### config.mk
export PLATFORM = sky130hd
export DESIGN_NAME = uart_rx
export DESIGN_NICKNAME = d
export VERILOG_FILES = /design/src/rtl/uart_rx.sv
export SDC_FILE = /design/constraint.sdc
export NUM_CORES = 1
export LEC_CHECK = 0
export CAP_MARGIN = 10
export CORE_AREA = 2 2 75 77
export CTS_BUF_LIST = sky130_fd_sc_hd__clkbuf_16
export DETAILED_ROUTE_END_ITERATION = 16
export DIE_AREA = 0 0 77 79
export GPL_TIMING_DRIVEN = 0
export PLACE_DENSITY = 0.71
export REMOVE_ABC_BUFFERS = 1
export SLEW_MARGIN = 20
export SYNTH_ARGS = -nofsm -noshare
export SYNTH_HDL_FRONTEND = slang
export SYNTH_SLANG_ARGS = --single-unit
export TNS_END_PERCENT = 30
### constraint.sdc
create_clock -name clk -period 2.2 [get_ports clk]
set_input_delay 0.55 -clock clk [delete_from_list [all_inputs] [get_ports clk]]
set_output_delay 0.55 -clock clk [all_outputs]
set_load 0.05 [all_outputs]
### src/rtl/uart_rx.sv
// Asynchronous-line UART receiver: 2-flop synchroniser, mid-bit sampling FSM,
// parallel word output with one-cycle valid / framing-error strobes.
module uart_rx #(
  parameter int data_len = 15,
  parameter int clk_div  = 100
) (
  input  logic                clk,
  input  logic                rst_n,
  input  logic                rx_in,
  output logic [data_len-1:0] data_out,
  output logic                data_valid,
  output logic                frame_err,
  output logic                busy
);

  localparam int CW = $clog2(clk_div);
  localparam int BW = $clog2(data_len);
  localparam int H  = clk_div / 2;

  localparam logic [CW-1:0] HALF_M1 = CW'(H - 1);
  localparam logic [CW-1:0] BIT_M1  = CW'(clk_div - 1);
  localparam logic [BW-1:0] LAST    = BW'(data_len - 1);

  typedef enum logic [2:0] {
    S_IDLE,
    S_START,
    S_DATA,
    S_STOP,
    S_BREAK
  } state_t;

  state_t              r_state, w_state_nxt;
  logic                r_sync1, r_sync2;
  logic [CW-1:0]       r_clk_cnt, w_clk_nxt;
  logic [BW-1:0]       r_bit_cnt, w_bit_nxt;
  logic [data_len-1:0] r_shift, w_shift_nxt;
  logic [data_len-1:0] r_data, w_data_nxt;
  logic                r_valid, w_valid_nxt;
  logic                r_err, w_err_nxt;
  logic                w_rx_s;

  assign w_rx_s = r_sync2;

  always_comb begin
    // NOTE: every output of this block gets a default first so no path can infer a latch.
    w_state_nxt = r_state;
    w_clk_nxt   = r_clk_cnt;
    w_bit_nxt   = r_bit_cnt;
    w_shift_nxt = r_shift;
    w_data_nxt  = r_data;
    w_valid_nxt = 1'b0;
    w_err_nxt   = 1'b0;
    unique case (r_state)
      S_IDLE: begin
        w_clk_nxt = '0;
        w_bit_nxt = '0;
        if (!w_rx_s) w_state_nxt = S_START;
      end
      S_START: begin
        if (r_clk_cnt == HALF_M1) begin
          w_clk_nxt   = '0;
          w_state_nxt = w_rx_s ? S_IDLE : S_DATA;
        end else begin
          w_clk_nxt = r_clk_cnt + 1'b1;
        end
      end
      S_DATA: begin
        if (r_clk_cnt == BIT_M1) begin
          w_clk_nxt              = '0;
          w_shift_nxt[r_bit_cnt] = w_rx_s;
          if (r_bit_cnt == LAST) begin
            w_bit_nxt   = '0;
            w_state_nxt = S_STOP;
          end else begin
            w_bit_nxt = r_bit_cnt + 1'b1;
          end
        end else begin
          w_clk_nxt = r_clk_cnt + 1'b1;
        end
      end
      S_STOP: begin
        if (r_clk_cnt == BIT_M1) begin
          w_clk_nxt = '0;
          if (w_rx_s) begin
            w_data_nxt  = r_shift;
            w_valid_nxt = 1'b1;
            w_state_nxt = S_IDLE;
          end else begin
            w_err_nxt   = 1'b1;
            w_state_nxt = S_BREAK;
          end
        end else begin
          w_clk_nxt = r_clk_cnt + 1'b1;
        end
      end
      S_BREAK: begin
        // Hold off until the line returns high so a break is not seen as start bits.
        w_clk_nxt = '0;
        if (w_rx_s) w_state_nxt = S_IDLE;
      end
      default: w_state_nxt = S_IDLE;
    endcase
  end

  always_ff @(posedge clk) begin
    // NOTE: sequential state uses non-blocking assignments so all flops update together.
    if (!rst_n) begin
      r_sync1   <= 1'b1;
      r_sync2   <= 1'b1;
      r_state   <= S_IDLE;
      r_clk_cnt <= '0;
      r_bit_cnt <= '0;
      r_shift   <= '0;
      r_data    <= '0;
      r_valid   <= 1'b0;
      r_err     <= 1'b0;
    end else begin
      r_sync1   <= rx_in;
      r_sync2   <= r_sync1;
      r_state   <= w_state_nxt;
      r_clk_cnt <= w_clk_nxt;
      r_bit_cnt <= w_bit_nxt;
      r_shift   <= w_shift_nxt;
      r_data    <= w_data_nxt;
      r_valid   <= w_valid_nxt;
      r_err     <= w_err_nxt;
    end
  end

  assign data_out   = r_data;
  assign data_valid = r_valid;
  assign frame_err  = r_err;
  assign busy       = (r_state != S_IDLE);

endmodule

Word-level counts from Yosys, hierarchy flattened
Index checks and enable logic that the tools add are counted.
{ "word_totals": {"regBits": 48, "output_inout_bits": 18, "inputBits": 3} }
{ "op_classes": {"addsub": 2, "n_lt_le_gt_ge": 2, "n_eq_ne": 13, "n_mux": 20, "reduce_logical": 12} }
{ "op_table": {"columns": ["operator", "count"], "rows": [
  ["$mux W3", 7],
  ["$pmux W7 S3", 1],
  ["$bwmux W15", 1],
  ["$pmux W3 S5", 1],
  ["$mux W7", 2],
  ["$ne A2 B2 Y1 const B", 6],
  ["$mux W4", 2],
  ["$pmux W4 S2", 1],
  ["$add A7 B1 Y7 const B", 1],
  ["$eq A7 B6 Y1 const B", 1],
  ["$eq A7 B7 Y1 const B", 1],
  ["$eq A3 B2 Y1 const B", 2],
  ["$reduce_and A3 Y1", 2],
  ["$reduce_and A6 Y1", 1],
  ["$reduce_bool A3 Y1", 2],
  ["$lt A4 B5 Y1 const B", 1],
  ["$add A4 B1 Y4 const B", 1],
  ["$demux W1 S4", 1],
  ["$eq A4 B4 Y1 const B", 1],
  ["$ge A4 B1 Y1 const B", 1],
  ["$reduce_and A2 Y1", 2],
  ["$reduce_or A2 Y1", 2],
  ["$eq A3 B1 Y1 const B", 1],
  ["$eq A3 B3 Y1 const B", 1],
  ["other kinds (5)", 7]
]} }

Longest topological paths before layout
{ "depth": {"depth_word": 5, "depth_mapped": 7, "mapped_depth_nobuf": 6} }

Worst setup path after synthesis
No wires, ideal clock.
{ "synth_timing": {"kind": "register to register", "startpoint": "reg r_clk_cnt[0]", "endpoint": "reg r_data[10], in the netlist data_out[10]", "arrival_time_ps": 1589, "period_less_slack_ps": 1716, "setup_ps": 128, "setup_slack_ps": 484, "t_required_ps": 2072, "path_stages_with_launch": 8, "cell_sequence": "dfxtp_1 ha_1 and3b_1 buf_2 nand4_2 buf_4 mux2i_1 nor2_1"} }
{ "synth_via": {"elab_chain_cells": 2} }
{ "synth_rtl": {"columns": ["element", "line", "source"], "rows": [
  ["start, declared", "34", "logic [CW-1:0] r_clk_cnt, w_clk_nxt;"],
  ["start signal, assigned", "121", "r_clk_cnt <= w_clk_nxt;"],
  ["$eq A7 B7 Y1", "82", "if (r_clk_cnt == BIT_M1) begin"],
  ["$reduce_and A3 Y1 (no line)", null, null],
  ["end signal, assigned", "124", "r_data <= w_data_nxt;"],
  ["end, declared", "37", "logic [data_len-1:0] r_data, w_data_nxt;"]
]} }
No other way between the ends.
A chain may end at the register's enable or synchronous reset.

Worst setup path in the final report
{ "layout_timing": {"startpoint": "reg r_state[0]", "endpoint": "out busy"} }
{ "layout_via": {"elab_chain_cells": 1} }
{ "layout_rtl": {"columns": ["element", "line", "source"], "rows": [
  ["start, declared", "32", "state_t r_state, w_state_nxt;"],
  ["start signal, assigned", "120", "r_state <= w_state_nxt;"],
  ["$reduce_bool A3 Y1", "133", "assign busy = (r_state != S_IDLE);"],
  ["end, declared", "13", "output logic busy"]
]} }
No other way between the ends.

==> impl_results.md <==
* Status: finished clean
* Setup TNS at 0 ns
* Most frequent cells in the layout: 47 x dfxtp_1, 27 x nor2_1, 20 x a21oi_1
* Post-Route M1 WL at 2140 um
* Maximum number of pins on one net before global-route repair at 36
* Leakage at 0.963 nW
* Flop pwr share at 47.0%
* Die area at 0.00608 mm2
* Final setup margin at 0.0295 ns
* Pre-antenna DRT Iters at 4
* Vias in the first global route at 1714
* Number of DRC markers in iteration 0 at 155
* Grt ovf at 0
* DR DRC count at 0
* Register area at 962 um2
* Post-synthesis cell area at 0.00219 mm2
* Met2 WL at 2140 um
* Final core occ at 48.9%
* Worst slew pin tran at 0.665 ns
* TritonCTS clock tree: yes
* Initial Util at 41.1%
* Fin crit share at 98.7%
* Worst r2r src: r_clk_cnt[2]
* Int Power at 1.46 mW
* Async SR Flop Fraction at 0%
* CORE AREA at 0.00534 mm2
* Via-to-Cell Ratio at 5.52
* Setup violators final at 0
* Worst Path Required at 1.65 ns
* Total GRT Usage at 16.1%
* Post-synth EDFFs at 0
* Core Rows at 27
* Seq/Total Area, Yosys at 43.8%
* Top Ports at 21
* CTS Buf Count at 5
* Fin. max-slew vios at 0
* Final ANT Viol Nets at 0
* WP buf/inv at 1
* Clk pwr share at 46.2%
* Commonest non-fill, non-tap cell in the layout: dfxtp_1
* Initial antenna violation count at 0
* Slowest stage delay, CP at 0.43 ns
* CTS max path bufs at 2
* HPWL after DPL at 2950 um
* Post-Syn Instances at 247
* Fillers at 524
* Fin crit period at 2.17 ns
* Tightest Hold Check Type: reg -> reg
* Max-cap viol count at 0
* Total Nets Final at 264
* Tot Pwr at 1.91 mW
* Critical-path cell list: nor2_2, nand2_1, clkdlybuf4s15_2
* # port buffers at 20
* Logic gate share of total power at 6.8%
* Worst-Skew Late Latency at 0.30 ns
* Layout cell share with drive strength beyond 1 at 8.85%
* GP Congestion at 0.808
* Final WL at 4560 um
* DIE WIDTH at 77 um
* Setup WS pre-CTS at -0.562 ns
* Metal3 WL at 191 um
* Switch share at 23.5%
* Syn_area_per_cell at 8.88 um2
* Wire per inst at 13.7 um
* Synth Warn # at 0
* RSZ-0062 raised after global routing: true
* Clk sinks at 48
* Non-Filler Instances at 332
* Commonest register cell after synthesis: dfxtp_1
* FF+latch count, synth at 48
* Hold Fails Final Rpt at 0
* H-tree lvl count at 2
* Power Dens Cells at 734 mW/mm2
* Die Y at 79 um
* Unique masters post-synth at 49
* Clk_skew at 0.00271 ns
* Hold Crit Start: r_sync1
* Crit. End Element: output port
* Crit path launch: r_state[0]
* Diodes inserted at 0
* CP arrival at 1.62 ns
* Area of the multi-input gates at 0.00114 mm2
* P_sw at 0.451 mW
* Crit path max-delay family: simple AND/OR/NAND/NOR gates
* # placed instances at 322
* Vias at 1834
* Root buffer cell: clkbuf_16
* Max layer used: met4
* First-pass GRT wire length at 7860 um
* WS Path Type: reg -> out
* Area grow syn2layout at 18.9%
* Achievable Freq at 461 MHz
* CP max-delay cell: dfxtp_1
* CTS clk-pin slew, worst paths at 0.06 ns
* Max_slew headroom at 55.3%
* CP max FO at 13
* VDD IR-drop max at 0.341 mV
* Critical path launch point type: register
state kept, by name, indices dropped and copies added (netlist names):
| signal | cells |
|---|---|
| data_valid | 1 |
| r_shift | 15 |
| r_state | 3 |
| frame_err | 1 |
| data_out | 15 |
| r_sync1 | 1 |
| r_bit_cnt | 4 |
| r_sync2 | 1 |
| r_clk_cnt | 7 |
worst paths after layout:
| path | endpoint | slack, ns | cells after the start |
|---|---|---|---|
| worst min register to register | r_sync2 | 0.41 | 1 |
| worst min-delay path | r_sync2 | 0.41 | 1 |
| worst max register to register | r_shift[0] | 0.18 | 5 |
| worst max-delay path | busy | 0.03 | 3 |
per-layer routing:
metal	vias up	track usage (%)
li1	917	-
met1	862	20.2
met2	46	27.3
met3	9	2.73
met4	0	7.68
met5	-	0
power groups by stage:
stage          registers, mW  clock network [mW]  logic [mW]
6_report               0.900               0.885       0.130
4_1_cts                0.900               0.902       0.127
2_1_floorplan          0.913                   0      0.0919
3_3_place_gp           0.919                   0       0.126
5_1_grt                0.902               0.943       0.139
3_5_place_dp           0.919                   0       0.126
kinds of logic after synthesis:
family	synth area share, %
muxes	6.85
DFF	43.8
xor gates and xnor gates	2.80
buffers and inverters	4.62
and+or+nand+nor	25.6
adders and majority gates	1.14
AOI/OAI and AO/OA	15.2
through the flow:
step                      cell area, um2  hold WS [ns]
after floorplan                     2110         0.386
after detailed placement            2400         0.399
after CTS                           2600         0.414
after global placement              2400         0.389
final                               2610         0.408
after global routing                2610         0.430
what timing repair did:
action                     4_1_cts  5_1_grt
gates cloned                     0        0
hold buffers                     0        0
pin swaps                        0        0
gates resized for setup          5        3
setup endpoints to repair       29       23
buffers inserted                 2        0
synth_stat cells, types with 2 or more instances:
cell type,n,share of area (%)
dfxtp_1,48,44
nor2_1,28,4.8
a21oi_1,20,4.6
mux2i_1,15,6.8
nand2_1,14,2.4
clkbuf_1,12,2.1
nand3_1,11,2.5
o21ai_0,9,2.1
nand4_1,7,2.0
o31ai_1,7,2.4
xor2_1,6,2.4
inv_1,5,0.86
nand2b_1,5,1.4
nor3_1,5,1.1
and2_1,4,1.1
or3_1,4,1.1
buf_2,3,0.68
nor2b_1,3,0.86
a211oi_1,2,0.68
a31oi_1,2,0.57
and3b_1,2,0.80
ha_1,2,1.1
nand3b_1,2,0.68
nor4_1,2,0.57
o311ai_0,2,0.80
o41ai_1,2,0.80
or2_2,2,0.57
or4_1,2,0.68
area by class of cell:
| class | count | area share, % |
|---|---|---|
| clock buffers | 5 | 4.80 |
| clock inverters | 3 | 1.82 |
| inverters | 6 | 0.911 |
| multi-input cells | 176 | 43.8 |
| flip-flops and latches | 48 | 36.9 |
| well taps | 72 | 3.45 |
| repair buffers | 22 | 8.30 |
Note: power is estimated with default switching activity, not from simulation.
